==> src/rtl/alu_muldiv_ctrl.sv <==
// EX-stage ALU with decoded ALUOp/func, plus iterative mul/div feeding HI/LO.
// Single-cycle ops complete on the accept edge; mul/div take WIDTH+1 edges.
module alu_muldiv_ctrl #(
  parameter int WIDTH = 32,
  parameter int CNT_W = 6
) (
  input  logic             clk,
  input  logic             reset,
  input  logic             start,
  input  logic [1:0]       alu_op,
  input  logic [5:0]       func,
  input  logic [WIDTH-1:0] a,
  input  logic [WIDTH-1:0] b,
  output logic [WIDTH-1:0] result,
  output logic             zero,
  output logic             busy,
  output logic             done,
  output logic             illegal,
  output logic [WIDTH-1:0] hi,
  output logic [WIDTH-1:0] lo
);

  typedef enum logic [1:0] {S_IDLE, S_RUN, S_FIX} state_t;

  typedef enum logic [3:0] {
    OP_ADD, OP_SUB, OP_AND, OP_OR, OP_SLT,
    OP_MULT, OP_MULTU, OP_DIV, OP_DIVU,
    OP_MFHI, OP_MFLO, OP_MTHI, OP_MTLO, OP_ILL
  } op_t;

  state_t             state, state_n;
  op_t                op;
  logic [WIDTH-1:0]   alu_res;
  logic               is_md, md_signed, md_div_in;
  logic               neg_a_in, neg_b_in;
  logic [WIDTH-1:0]   abs_a, abs_b;

  // Iteration state: acc_hi/acc_lo are the product halves for mul and
  // remainder/quotient for div; opnd_b is the multiplicand or divisor.
  logic [CNT_W-1:0]   cnt;
  logic [WIDTH-1:0]   acc_hi, acc_lo, opnd_b;
  logic               neg_a, neg_b, md_div, b_zero;

  logic [WIDTH:0]     mul_sum;
  logic [WIDTH:0]     div_shift;
  logic               div_ge;
  logic [WIDTH:0]     div_rem;
  logic [2*WIDTH-1:0] prod_fix;
  logic [WIDTH-1:0]   quo_fix, rem_fix;

  // ---------------------------------------------------------------- decode
  // NOTE: every always_comb output gets a default first, so no path leaves
  // a signal unassigned and no latch is inferred.
  always_comb begin
    op = OP_ILL;
    unique case (alu_op)
      2'b00: op = OP_ADD;
      2'b01: op = OP_SUB;
      2'b11: op = OP_AND;
      2'b10: begin
        case (func)
          6'b100000: op = OP_ADD;
          6'b100010: op = OP_SUB;
          6'b100100: op = OP_AND;
          6'b100101: op = OP_OR;
          6'b101010: op = OP_SLT;
          6'b011000: op = OP_MULT;
          6'b011001: op = OP_MULTU;
          6'b011010: op = OP_DIV;
          6'b011011: op = OP_DIVU;
          6'b010000: op = OP_MFHI;
          6'b010010: op = OP_MFLO;
          6'b010001: op = OP_MTHI;
          6'b010011: op = OP_MTLO;
          default:   op = OP_ILL;
        endcase
      end
      default: op = OP_ILL;
    endcase
  end

  always_comb begin
    alu_res = '0;
    case (op)
      OP_ADD:  alu_res = a + b;
      OP_SUB:  alu_res = a - b;
      OP_AND:  alu_res = a & b;
      OP_OR:   alu_res = a | b;
      OP_SLT:  alu_res = {{(WIDTH-1){1'b0}}, ($signed(a) < $signed(b))};
      OP_MFHI: alu_res = hi;
      OP_MFLO: alu_res = lo;
      OP_MTHI: alu_res = a;
      OP_MTLO: alu_res = a;
      default: alu_res = '0;
    endcase
  end

  assign is_md     = (op == OP_MULT) || (op == OP_MULTU) ||
                     (op == OP_DIV)  || (op == OP_DIVU);
  assign md_signed = (op == OP_MULT) || (op == OP_DIV);
  assign md_div_in = (op == OP_DIV)  || (op == OP_DIVU);
  assign neg_a_in  = md_signed & a[WIDTH-1];
  assign neg_b_in  = md_signed & b[WIDTH-1];
  // The most negative value maps onto itself, which is the correct unsigned magnitude.
  assign abs_a     = neg_a_in ? -a : a;
  assign abs_b     = neg_b_in ? -b : b;

  // ---------------------------------------------------------------- FSM
  always_comb begin
    state_n = state;
    case (state)
      S_IDLE:  if (start && is_md) state_n = S_RUN;
      S_RUN:   if (cnt == CNT_W'(WIDTH-1)) state_n = S_FIX;
      S_FIX:   state_n = S_IDLE;
      default: state_n = S_IDLE;
    endcase
  end

  // NOTE: sequential state uses non-blocking assignments so every register
  // samples pre-edge values regardless of statement order.
  always_ff @(posedge clk or posedge reset) begin
    if (reset) state <= S_IDLE;
    else       state <= state_n;
  end

  assign busy = (state == S_RUN) || (state == S_FIX);

  // ---------------------------------------------------------------- step logic
  // Shift-add: add the multiplicand when the multiplier LSB is set, then shift right.
  assign mul_sum   = {1'b0, acc_hi} + (acc_lo[0] ? {1'b0, opnd_b} : '0);
  // Restoring divide: shift in the next dividend bit and subtract if it fits.
  assign div_shift = {acc_hi, acc_lo[WIDTH-1]};
  assign div_ge    = div_shift >= {1'b0, opnd_b};
  assign div_rem   = div_ge ? (div_shift - {1'b0, opnd_b}) : div_shift;

  assign prod_fix  = (neg_a ^ neg_b) ? -{acc_hi, acc_lo} : {acc_hi, acc_lo};
  assign quo_fix   = b_zero ? '1 : ((neg_a ^ neg_b) ? -acc_lo : acc_lo);
  // Remainder follows the dividend's sign; with b=0 this recovers a itself.
  assign rem_fix   = neg_a ? -acc_hi : acc_hi;

  // ---------------------------------------------------------------- datapath
  always_ff @(posedge clk or posedge reset) begin
    if (reset) begin
      result  <= '0;
      zero    <= 1'b1;
      done    <= 1'b0;
      illegal <= 1'b0;
      hi      <= '0;
      lo      <= '0;
      cnt     <= '0;
      acc_hi  <= '0;
      acc_lo  <= '0;
      opnd_b  <= '0;
      neg_a   <= 1'b0;
      neg_b   <= 1'b0;
      md_div  <= 1'b0;
      b_zero  <= 1'b0;
    end else begin
      done    <= 1'b0;
      illegal <= 1'b0;
      case (state)
        S_IDLE: begin
          if (start) begin
            if (is_md) begin
              cnt    <= '0;
              acc_hi <= '0;
              acc_lo <= abs_a;
              opnd_b <= abs_b;
              neg_a  <= neg_a_in;
              neg_b  <= neg_b_in;
              md_div <= md_div_in;
              b_zero <= (b == '0);
            end else begin
              result  <= alu_res;
              zero    <= (alu_res == '0);
              done    <= 1'b1;
              illegal <= (op == OP_ILL);
              if (op == OP_MTHI) hi <= a;
              if (op == OP_MTLO) lo <= a;
            end
          end
        end
        S_RUN: begin
          cnt <= cnt + CNT_W'(1);
          if (md_div) begin
            acc_hi <= div_rem[WIDTH-1:0];
            acc_lo <= {acc_lo[WIDTH-2:0], div_ge};
          end else begin
            acc_hi <= mul_sum[WIDTH:1];
            acc_lo <= {mul_sum[0], acc_lo[WIDTH-1:1]};
          end
        end
        S_FIX: begin
          done <= 1'b1;
          if (md_div) begin
            hi <= rem_fix;
            lo <= quo_fix;
          end else begin
            hi <= prod_fix[2*WIDTH-1:WIDTH];
            lo <= prod_fix[WIDTH-1:0];
          end
        end
        default: ;
      endcase
    end
  end

endmodule
==> config.mk <==
export PLATFORM = sky130hd
export DESIGN_NAME = alu_muldiv_ctrl
export DESIGN_NICKNAME = d
export VERILOG_FILES = /design/src/rtl/alu_muldiv_ctrl.sv
export SDC_FILE = /design/constraint.sdc
export NUM_CORES = 1
export LEC_CHECK = 0
export BUFFER_PORTS_ARGS = -buffer_cell sky130_fd_sc_hd__buf_2
export CAP_MARGIN = 20
export CELL_PAD_IN_SITES_DETAIL_PLACEMENT = 0
export CELL_PAD_IN_SITES_GLOBAL_PLACEMENT = 1
export CORE_ASPECT_RATIO = 1.75
export CORE_UTILIZATION = 45
export DETAILED_ROUTE_END_ITERATION = 12
export MAX_ROUTING_LAYER = met4
export PLACE_DENSITY_LB_ADDON = 0.1
export SYNTH_ARGS = -nofsm -noshare
export SYNTH_HDL_FRONTEND = slang
export SYNTH_SLANG_ARGS = --single-unit
==> constraint.sdc <==
create_clock -name clk -period 10.6 [get_ports clk]
set_input_delay 0.53 -clock clk [delete_from_list [all_inputs] [get_ports clk]]
set_output_delay 0.53 -clock clk [all_outputs]
set_load 0.005 [all_outputs]
Word-level counts from Yosys, hierarchy flattened --
Memories as Yosys holds them, arrays and structs flattened. Cells that the tools add are included.
Storage, ports and cells: bits in registers 207, latch bits 0, memory bits (writable) 0, ROM bits 256, input bits 75, output and inout port bits 100, word-level logic and storage cells 121, memories kept 1
Cells by class: add/sub/neg operators 10, multiply operators 0, div/mod/pow operators 0, magnitude comparators 2, eq/ne operators 26, shift-type cells 0, multiplexer cells 40, bitwise operators 6, reductions and logical operators 21
Memories:
- (no name shown) | depth 64, width 4, rd ports 1, clocked after Yosys merged registers in 0, write ports 0, line 61 | case (func)
Operators with widths (number):
- $mux W32 | 21
- $pmux W32 S2 | 4
- $pmux W32 S8 | 1
- $neg A32 Y32 | 4
- $logic_not A32 Y1 | 2
- $mux W64 | 1
- $neg A64 Y64 | 1
- $sub A32 B32 Y32 | 2
- $add A32 B32 Y33 | 1
- $ge A33 B32 Y1 | 1
- $add A32 B32 Y32 | 1
- $and A32 B32 Y32 | 1
- $lt A32 B32 Y1 | 1
- $or A32 B32 Y32 | 1
- $eq A4 B4 Y1 const B | 6
- $eq A4 B3 Y1 const B | 4
- $pmux W4 S4 | 1
- $ne A2 B2 Y1 const B | 7
- $mux W6 | 2
- $pmux W6 S2 | 1
- $reduce_and A3 Y1 | 3
- $eq A4 B2 Y1 const B | 2
- $reduce_and A4 Y1 | 2
- $add A6 B1 Y6 const B | 1
- other kinds (18) | 34

Longest topological paths before layout --
depth in word-level cells 9, gate-level depth with buffers 16, gate-level depth less buffers 15

Least setup slack after synthesis --
No wires, ideal clock.
kind input to register, start point in a[0], end point reg zero, setup time 0.072 ns, arrival time 3.592 ns, required time 10.528 ns, path slack 6.936 ns, stages 14, buffers on the path 0, path through inv_1 ha_1 fa_1 o21ba_1 or4_4 a21oi_2 o21ai_1 o21ai_1 a31oi_1 or3_1 mux2_2 a2111oi_0 nand4_1 o21ai_1
Between the ends: word-level cells in the longest chain between the ends 3, elaborated cells between the ends (all ways) 7, classes of those cells add/sub: 2; order compare: 1; mux: 1; bitwise: 2; reduce/logical: 1
RTL lines:
- start, declared | line 12 | input logic [WIDTH-1:0] a,
- $sub A32 B32 Y32 (tied with other cells) | line 86 | OP_SUB: alu_res = a - b;
- $pmux W32 S8 (*) | line 84 | case (op)
- $logic_not A32 Y1 (*) | line 175 | zero <= (alu_res == '0);
- end signal, assigned | line 175
- end, declared | line 15 | output logic zero,
Every way passes the cells marked *; elsewhere a longest branch is shown, timed or not. A chain may end at the register's enable or synchronous reset.

Final worst setup path --
start point in func[0], end point reg zero
Between the ends: word-level cells in the longest chain between the ends 8, elaborated cells between the ends (all ways) 23, classes of those cells eq/ne: 12; mux: 2; bitwise: 1; reduce/logical: 7; memory: 1
RTL lines:
- start, declared | line 11 | input logic [5:0] func,
- $mem_v2 Z64 W4 (*)
- $pmux W4 S4 (*) | line 56 | unique case (alu_op)
- parallel branches: the longest is 6 deep, another holds $pmux W32 S8
Every way passes the cells marked *.

==> metrics.md <==
| Metric | Value |
|---|---|
| Placed cells | 3493 |
| Post-synth EDFFs | 0 |
| # fillers | 4645 |
| Min-Delay Path Class | in2async |
| Initial Util | 45.9% |
| Netlist Area Pre-Place | 21600 sq um |
| WP data arrival | 5800 ps |
| R2R depth | 13 |
| Critical Path Slowest Stage Cell | a221o_1 |
| GP Congestion | 1.03 |
| WL final | 93.3 mm |
| Setup slack after placement | 4780 ps |
| RSZ-0062 raised after global routing | no |
| Post-route insts no fill | 3540 |
| CP startpoint kind | input pin |
| Clock Path Buffers | 3 |
| FFs w/ async S/R, synth | 100% |
| Kind of critical path | in2reg |
| Layout cells sized above 1 | 10.7% |
| Most frequent cells after synthesis | nand2_1 (357), o21ai_0 (285), nor2_1 (231), dfrtp_1 (206), a21oi_1 (196) |
| Period utilization | 50.1% |
| Yosys top cell by area | dfrtp_1 |
| Flops & latches, synth | 207 |
| Post-synth cell types | 97 |
| Full die area | 49000 sq um |
| Slew headroom | 26.1% |
| Largest cells by area after synthesis | dfrtp_1 (24%), ha_1 (11%), o21ai_0 (6.6%) |
| VDD IR max | 0.0000907 V |
| ANT nets after route | 0 |
| Post-DP HPWL | 74.2 mm |
| Port Buffers | 174 |
| Sequential fraction of the synthesis area | 24.0% |
| Synth top area share | 23.8% |
| Clock Latency Late Sink | 560 ps |
| Clock Power Share | 21.4% |
| Setup Viol. Count Final | 0 |
| Max-cap violation count | 0 |
| Int Pwr | 0.00237 W |
| Critical Path RT | 11080 ps |
| Final worst path period need | 5310 ps |
| TritonRoute pass-1 iters | 6 |
| Sw Pwr | 0.00194 W |
| Initial drt markers | 1913 |
| Setup tns final | 0 ps |
| Post-CTS Setup Bufs | 0 |
| Die span in x | 168 um |
| Initial antenna violation count | 3 |
| DR vias | 22.7k |
| Hold Buf Count CTS | 0 |
| Number of H-tree levels | 1 |
| Sequential power share | 32.0% |
| Reg-to-Reg End | acc_hi[26] |
| Switch share | 45.0% |
| Number of gates resized after cts | 0 |
| Syn avg cell area | 7.58 sq um |
| Placed Area | 23000 sq um |
| Tot GR Track Use | 39.0% |
| Most common cell in the netlist | nand2_1 |
| Most used cell, CP | nand4_1 |
| First-pass GRT wire length | 141 mm |
| Die extent in y | 292 um |
| Core area | 47200 sq um |
| Number of global-route vias before repair | 22.3k |
| Top FF cell, synth | dfrtp_1 |
| Worst-path clk slew | 60 ps |
| CTS tree | yes |
| CTS Root Cell | clkbuf_16 |
| Worst Max-Slew Pin Slew | 1080 ps |
| I/O pin total | 175 |
| Comb power frac | 46.6% |
| # rows | 105 |
| Status | finished, final reports clean |
| Residual overflow from global routing | 0 |
| Crit-path max FO | 50 |
| Nets | 3195 |
| Ys Warns | 0 |
| Final count of hold timing violations | 0 |
| Worst-path cell chain | buf_2 -> inv_1 -> ha_1 -> and3b_1 -> o21ai_2 -> a221o_1 -> mux2i_1 -> or2_2 -> a2111oi_0 -> nand4_1 -> nor4_1 -> nand4_1 -> o21ai_1 |
| Via density | 6.41 |
| P_leak | 11.2 nW |
| Setup ws final | 5290 ps |
| Max Clock Skew | 23.0 ps |
| WL/cell | 26.4 um |
| Design area | 23900 sq um |
| Slew Limit Fails | 0 |
| Syn nets | 3115 |
| Clock Sinks | 207 |
| Reg2reg start | acc_lo[0] |
| F_max | 0.188 GHz |
| Synth-to-Final Area Change | 10.5% |
| Synth Instances | 2852 |
| Worst R2R Setup Slack | 5860 ps |
| CP Capture Type | flip-flop |
| Largest net degree at the start of global routing | 82 |
| Critical Path Max Stage Delay | 860 ps |
| TritonCTS Buffers | 24 |
| Power per Cell Area | 180 nW/um^2 |
| Residual DRC | 0 |
cells in the final DEF (no fill, tap or decap), types with 49 or more instances in the layout:
cell,instances
nand2_1,357
o21ai_0,284
nor2_1,229
dfrtp_1,205
a21oi_1,194
ha_1,182
buf_2,174
inv_1,157
xnor2_1,122
xor2_1,63
mux2i_1,56
nor3_1,49
per-stage QoR:
stage	power, W	utilization, %	hold WS, ps
2_1_floorplan	0.00254	-	439
3_3_place_gp	0.00332	48.7	453
3_5_place_dp	0.00335	48.8	462
4_1_cts	0.00429	50.6	100
5_1_grt	0.00457	50.7	150
6_report	0.00431	50.7	94.6
per-layer routing:
metal	vias to the layer above	track usage, %	wire, um
li1	10500	-	-
met1	10900	43.1	34800
met2	965	66.8	46000
met3	297	4.16	5710
met4	0	24.3	6790
met5	-	-	0
worst max-delay path by stage:
stage	slack [ps]	end	from	cells after the start
final	5290	zero	func[0]	13
after global routing	5080	zero	func[0]	13
after CTS	5330	zero	func[0]	13
after detailed placement	4780	zero	func[0]	13
after global placement	4800	zero	func[0]	13
after floorplan	4420	acc_hi[0]	reset	1
cell type report:
class / count / area (sq um) / area share (%)
tap: 588 / 736 / 3.08
antenna: 2 / 5.00 / 0.0209
clock inverter: 10 / 168 / 0.701
multi-input combinational: 2319 / 15300 / 63.9
inverter: 159 / 604 / 2.53
sequential: 207 / 5180 / 21.7
clock buffer: 34 / 699 / 2.93
timing repair buffer: 221 / 1250 / 5.22
state kept, by name, summed over array words and instances (netlist names):
name     flops
lo          32
acc_lo      32
neg_a        1
neg_b        1
b_zero       1
hi          32
state        2
acc_hi      32
opnd_b      32
md_div       1
done         1
zero         1
illegal      1
cnt          6
result      32
kinds of logic after synthesis:
kind of cell             count (synthesis)  synth area share [%]
AO/OA/AOI/OAI                          988                  29.6
AND/OR/NAND/NOR                        892                  18.9
buffers and inverters                  326                  5.87
flip-flops                             207                  24.0
adder cells (fa/ha/maj)                188                  11.0
XOR/XNOR                               186                  7.53
multiplexers                            65                  3.06
worst max-delay path: cells and delay by family:
kind                       cells  cell delay, ps
AOI/OAI and AO/OA              4            2220
and+or+nand+nor                5            2180
muxes                          1             440
buffers and inverters          2             200
adders and majority gates      1             200
power by group through the flow:
stage	registers (W)	logic (W)	clock network, W
after floorplan	0.00125	0.00129	0
after global placement	0.00137	0.00196	0
after detailed placement	0.00138	0.00198	0
after CTS	0.00136	0.00199	0.000937
after global routing	0.00140	0.00221	0.000962
final	0.00138	0.00201	0.000923
(Power assumes the default switching activity.)
